### src/rtl/fetch_stage.sv
// ---------------------------------------------------------------------------
// fetch_stage
//
// Instruction-fetch stage plus the IF/ID pipeline register that feeds decode.
// Holds the fetch PC, drives a word-addressed combinational instruction
// memory and latches {instruction, pc+1, valid} for the decode stage. Fetches
// one instruction per cycle unless stalled, redirected or halted.
//
// Ports
//   clk               in   1     rising-edge clock
//   rst_n             in   1     asynchronous active-low reset
//   imem_addr         out  PC_W  instruction memory address (equals pc)
//   imem_data         in   16    instruction at imem_addr, same cycle
//   stall             in   1     hold PC and IF/ID (load-use hazard)
//   redirect          in   1     taken branch/jump resolved downstream
//   redirect_target   in   PC_W  next fetch address when redirect is high
//   pc                out  PC_W  current fetch PC
//   if_id_instruction out  16    instruction presented to decode
//   if_id_pc_plus1    out  PC_W  fetch PC + 1 of that instruction
//   if_id_valid       out  1     if_id_instruction is a real instruction
//   halted            out  1     fetch FSM is in the halted state
// ---------------------------------------------------------------------------
module fetch_stage #(
    parameter int unsigned    PC_W        = 16,
    parameter logic [PC_W-1:0] RESET_PC   = '0,
    parameter logic [15:0]    NOP_INSTR   = 16'h0000,
    parameter logic [2:0]     HALT_OPCODE = 3'b111
) (
    input  logic            clk,
    input  logic            rst_n,
    output logic [PC_W-1:0] imem_addr,
    input  logic [15:0]     imem_data,
    input  logic            stall,
    input  logic            redirect,
    input  logic [PC_W-1:0] redirect_target,
    output logic [PC_W-1:0] pc,
    output logic [15:0]     if_id_instruction,
    output logic [PC_W-1:0] if_id_pc_plus1,
    output logic            if_id_valid,
    output logic            halted
);

    typedef enum logic [1:0] {
        StBoot   = 2'd0,
        StRun    = 2'd1,
        StHalted = 2'd2
    } state_e;

    state_e          state_q, state_d;
    logic [PC_W-1:0] pc_q, pc_d;
    logic [15:0]     instr_q, instr_d;
    logic [PC_W-1:0] pc_plus1_q, pc_plus1_d;
    logic            valid_q, valid_d;

    logic [PC_W-1:0] pc_inc;
    logic            is_halt;

    // Wraps modulo 2^PC_W by construction of the width.
    assign pc_inc  = pc_q + {{(PC_W-1){1'b0}}, 1'b1};
    assign is_halt = (imem_data[15:13] == HALT_OPCODE);

    always_comb begin
        state_d    = state_q;
        pc_d       = pc_q;
        instr_d    = instr_q;
        pc_plus1_d = pc_plus1_q;
        valid_d    = valid_q;

        unique case (state_q)
            // Nothing can be in flight yet, so redirect and stall are ignored.
            StBoot: begin
                state_d = StRun;
            end

            StRun: begin
                if (redirect) begin
                    // Branch is older than any hazard: it wins over stall.
                    pc_d    = redirect_target;
                    instr_d = NOP_INSTR;
                    valid_d = 1'b0;
                end else if (!stall) begin
                    instr_d    = imem_data;
                    pc_plus1_d = pc_inc;
                    valid_d    = 1'b1;
                    if (is_halt) begin
                        // Halt is handed to decode once; PC parks on it.
                        state_d = StHalted;
                    end else begin
                        pc_d = pc_inc;
                    end
                end
            end

            StHalted: begin
                if (redirect) begin
                    // An older branch made the halt wrong-path: resume.
                    pc_d    = redirect_target;
                    instr_d = NOP_INSTR;
                    valid_d = 1'b0;
                    state_d = StRun;
                end else if (!stall) begin
                    instr_d = NOP_INSTR;
                    valid_d = 1'b0;
                end
            end

            default: begin
                state_d = StBoot;
            end
        endcase
    end

    always_ff @(posedge clk or negedge rst_n) begin
        if (!rst_n) begin
            state_q    <= StBoot;
            pc_q       <= RESET_PC;
            instr_q    <= NOP_INSTR;
            pc_plus1_q <= '0;
            valid_q    <= 1'b0;
        end else begin
            state_q    <= state_d;
            pc_q       <= pc_d;
            instr_q    <= instr_d;
            pc_plus1_q <= pc_plus1_d;
            valid_q    <= valid_d;
        end
    end

    assign imem_addr         = pc_q;
    assign pc                = pc_q;
    assign if_id_instruction = instr_q;
    assign if_id_pc_plus1    = pc_plus1_q;
    assign if_id_valid       = valid_q;
    assign halted            = (state_q == StHalted);

endmodule

### config.mk
export PLATFORM = sky130hd
export DESIGN_NAME = fetch_stage
export DESIGN_NICKNAME = d
export VERILOG_FILES = /design/src/rtl/fetch_stage.sv
export SDC_FILE = /design/constraint.sdc
export NUM_CORES = 1
export LEC_CHECK = 0
export CORE_ASPECT_RATIO = 0.9
export CORE_MARGIN = 2
export CORE_UTILIZATION = 47
export DETAILED_ROUTE_END_ITERATION = 7
export PLACE_DENSITY = 0.85
export SYNTH_ARGS = -nofsm -noshare
export SYNTH_HDL_FRONTEND = slang
export SYNTH_SLANG_ARGS = --single-unit
### constraint.sdc
create_clock -name clk -period 4.2 [get_ports clk]
set_input_delay 0.63 -clock clk [delete_from_list [all_inputs] [get_ports clk]]
set_output_delay 0.63 -clock clk [all_outputs]
set_load 0.03 [all_outputs]
Word level (Yosys, flattened, before mapping):

Index checks and enable logic that the tools add are counted.

* memories: 0
* latch bits: 0
* ROM bits: 0
* bits of input ports: 36
* logic and storage cells: 44
* bits in registers: 51
* memory bits (writable): 0
* output and inout bits: 66

* $lt $le $gt $ge: 0
* multiply operators: 0
* div/mod/pow operators: 0
* shifts and indexed selects: 0
* reduce and logical (&&, ||, !) cells: 6
* muxes and demuxes: 20
* bitwise logic cells: 2
* add/sub/neg operators: 1
* equal/unequal tests: 10

Operators by type and width (count)
* two-way mux 16 bit: 8
* case mux 16 bit (2 select lines): 2
* adder 16 x 1 -> 16 bit, second input constant: 1
* != test 3 bit, second input constant: 3
* two-way mux 2 bit: 4
* != test 2 bit, second input constant: 4
* AND reduction 4 bit: 2
* case mux 2 bit (3 select lines): 1
* AND reduction 3 bit: 2
* two-way mux 1 bit: 4
* == test 3 bit, second input constant: 1
* == test 2 x 1 -> 1 bit, second input constant: 1
* == test 2 bit, second input constant: 1
* logical NOT 2 bit: 1
* NOT 1 bit: 2
* case mux 1 bit (2 select lines): 1
* nonzero test 2 bit: 1

Longest topological paths before layout:

* word-level depth: 5
* mapped depth: 6
* mapped depth without buffers: 5

Worst setup path before layout:

OpenSTA, ideal clock, no wires.

* path kind: flip-flop to flip-flop
* from: register pc_q[0] (netlist: imem_addr[0])
* to: register pc_q[12] (netlist: imem_addr[12])
* setup time: 127 ps
* path slack: 2281 ps
* period minus slack after synthesis: 1919 ps
* data required time: 4073 ps
* cell stages (with the launch flop): 6
* path buffers: 0
* data arrival time: 1792 ps
* cell sequence: dfrtp_1 > ha_1 > nand4_1 > or4_1 > mux2i_1 > o2bb2a_1

* longest elaborated chain between the ends: 5

Ends and longest elaborated chain
* start: declaration: line 50 `logic [PC_W-1:0] pc_q, pc_d;`
* start signal: assignment: line 122 `pc_q <= pc_d;`
* adder 16 x 1 -> 16 bit: line 59 `assign pc_inc = pc_q + {{(PC_W-1){1'b0}}, 1'b1};`
* two-way mux 16 bit: line 85 `if (is_halt) begin`
* two-way mux 16 bit: line 81 `end else if (!stall) begin`
* two-way mux 16 bit: line 76 `if (redirect) begin`
* case mux 16 bit (2 select lines): line 69 `unique case (state_q)`

Every way passes these cells. The select of a mux whose other input is x is not followed.
A chain may end at the register's enable or synchronous reset.

Worst setup path in the final report:

* from: register state_q[1]
* to: output port halted

* longest elaborated chain between the ends: 1

Ends and longest elaborated chain
* start: declaration: line 49 `state_e state_q, state_d;`
* start signal: assignment: line 115 `state_q <= StBoot;`
* start signal: assignment: line 121 `state_q <= state_d;`
* == test 2 bit: line 134 `assign halted = (state_q == StHalted);`
* end: declaration: line 40 `output logic halted`

Every way passes these cells.

==> flow_metrics.tcl <==
set metrics [dict create \
    drv_cap 0 \
    grt_setup_unrepaired "false" \
    seqCellArea_um2 1280 \
    fp-row-count 25 \
    final_area_um2 3730 \
    finalPower_mw 1.72 \
    synth_enable_flop_cells 0 \
    power.density_nw_per_um2 462 \
    cts_setup_buffers 0 \
    antenna_found_initial 0 \
    syn_inst 276 \
    place_congestion 0.776 \
    cts.path.max_buffers 2 \
    setup_tns_ns 0 \
    drt_iter0_drc 182 \
    dp_hpwl_um 5040 \
    cts_root_buf "clkbuf_8" \
    leakagePower_nw 1.52 \
    r2r_slack_ns 2.02 \
    ys_ff_latch 51 \
    setup_violations 0 \
    finalClockSkew_ns 0.00574 \
    num_antenna_cells 0 \
    firstDrtPassIters 4 \
    relSlewSlack 0.244 \
    via_per_inst 5.66 \
    grt_pass1_vias 2330 \
    clk_pin_slew_ns 0.09 \
    placed_cell_area_um2 3600 \
    grt_start_max_net_pins 52 \
    startpoint "state_q[1]$_DFFE_PN0P_" \
    ys.flop_type "dfrtp_1" \
    portBuffers 101 \
    start_kind "register" \
    cts.sinks 51 \
    ys_async_sr_fraction 1.00 \
    min_period_ns 2.81 \
    status "completed" \
    hp-start "if_id_valid$_DFFE_PN0P_" \
    cp_max_fo 9 \
    path_class "reg2out" \
    endpoint "halted" \
    insertion_delay_ns 0.30 \
    hold_buffers 0 \
    worst_setup_path_end_kind "output pin" \
    ys_types 46 \
    vdd_drop_max_mv 0.236 \
    hold_viol 0 \
    netlist_area_um2 2660 \
    overflow 0 \
    multi_input_area_um2 1130 \
    initial_utilization 0.498 \
    ys.warnings.count 0 \
    n_fill_cell 411 \
    h-tree-depth 2 \
    final_core_util 0.697 \
    placedCellCount 414 \
    vias 2390 \
    drc 0 \
    critPathArrivalTime_ns 2.18 \
    wl_per_cell_um 17.1 \
    grt_pass1_wl_um 11600 \
    cts_buffers 5 \
    yosysSeqAreaShare 0.480 \
    syn_to_final_growth_pct 40.1 \
    min_period_over_period 0.669 \
    fmax_mhz 356 \
    synth.avg_cell_area_um2 9.64 \
    critPathRequiredTime_ns 3.57 \
    ctsResizeCount 0 \
    nNetsFinal 391 \
    r2r_end "imem_addr[4]$_DFFE_PN0P_" \
    drive_gt1_frac 0.0648 \
    synth_fp_nets 313 \
    dieArea_um2 6280 \
    dieHeight_um 75.4 \
    finalMaxSlewViolations 0 \
    grt_util_all_layers 0.230 \
    hp-class "reg2reg" \
    cts_tree "built" \
    instances_no_fill 422 \
    timing.rr.start "state_q[1]$_DFFE_PN0P_" \
    core-area_um2 5350 \
    die_width_um 83.3 \
    worst_r2r_path_depth 5 \
    drtAntennaViolNets 0 \
    routed_wl_um 7210 \
    worstMarginPinSlew_ns 1.13 \
    io_pins 102 \
]
==> Yosys cell counts (all sizes together) (7+ instances only) <==
master,count,share of area
nor3,7,0.013
nor2,20,0.028
clkbuf,12,0.017
o21ai,18,0.034
a21oi,20,0.039
a22oi,7,0.020
buf,24,0.060
xnor2,11,0.036
a22o,12,0.039
nand2,23,0.032
inv,15,0.021
dfrtp,51,0.48
==> flip-flops by register name, summed over array words and instances, names as in the netlist <==
| signal | count |
|---|---|
| state_q | 2 |
| if_id_pc_plus1 | 16 |
| if_id_instruction | 16 |
| imem_addr | 16 |
| if_id_valid | 1 |
==> power by group <==
group	internal, mW	switching (mW)
Clock	0.238	0.162
Combinational	0.286	0.379
Sequential	0.567	0.0908
Total	1.09	0.632
==> layout by cell type (no fill, tap or decap), types with 2 or more instances in the layout <==
cell type / count
xor2_1: 4
a2bb2oi_1: 2
nand4_1: 3
a21o_1: 2
buf_4: 6
a22o_1: 12
dfrtp_1: 51
and4_1: 2
bufinv_16: 2
a21oi_1: 19
a22oi_1: 7
o2bb2ai_1: 3
clkbuf_8: 5
a32oi_1: 4
o21ai_0: 17
inv_1: 15
nor2_1: 20
nor4_2: 3
nand2_1: 23
clkdlybuf4s50_1: 100
nand3_1: 4
a32o_1: 2
nand2b_1: 2
and3_1: 2
xnor2_1: 11
nor3_1: 6
mux2i_1: 4
o22a_1: 2
==> layer usage <==
| metal | GRT usage | share of wire | vias up |
|---|---|---|---|
| met1 | 0.293 | 0.43 | 1183 |
| met5 | 0 | 0 | - |
| met3 | 0.0401 | 0.052 | 11 |
| li1 | - | - | 1116 |
| met2 | 0.414 | 0.51 | 80 |
| met4 | 0.0674 | 0.013 | 0 |
==> final cells by class <==
class                           count  area share
Sequential cell                    51       0.342
Multi-Input combinational cell    174       0.303
Timing Repair Buffer              107       0.282
Tap cell                           67      0.0225
Clock buffer                        6      0.0195
Clock inverter                      2      0.0161
Inverter                           15      0.0151
==> worst min-delay path by stage <==
stage | cells past startpoint | to
4_1_cts | 1 | if_id_valid$_DFFE_PN0P_
3_5_place_dp | 2 | if_id_instruction[5]$_DFFE_PN0P_
6_report | 1 | if_id_valid$_DFFE_PN0P_
2_1_floorplan | 0 | if_id_instruction[0]$_DFFE_PN0P_
5_1_grt | 2 | if_id_instruction[5]$_DFFE_PN0P_
3_3_place_gp | 1 | if_id_valid$_DFFE_PN0P_
==> per-stage QoR <==
stage	hold WS, ns	setup slack [ns]
2_1_floorplan	0.334	2.28
3_3_place_gp	0.460	1.60
3_5_place_dp	0.474	1.53
4_1_cts	0.495	1.41
5_1_grt	0.527	1.30
6_report	0.490	1.39
==> cells by family (layout without fill, tap and decap cells) <==
group | Yosys count | after routing | synth area share
buf+inv | 51 | 130 | 0.0983
fa+ha+maj | 1 | 1 | 0.00470
xor+xnor | 15 | 15 | 0.0494
flops | 51 | 51 | 0.480
compound gates | 79 | 79 | 0.202
simple gates | 74 | 74 | 0.147
mux | 5 | 5 | 0.0193
==> critical path: stages, from the launching register on <==
cell             delay [ns]
dfrtp_1                0.46
nor2b_1                0.61
clkdlybuf4s50_1        0.81
Note: power is estimated with default switching activity, not from simulation.
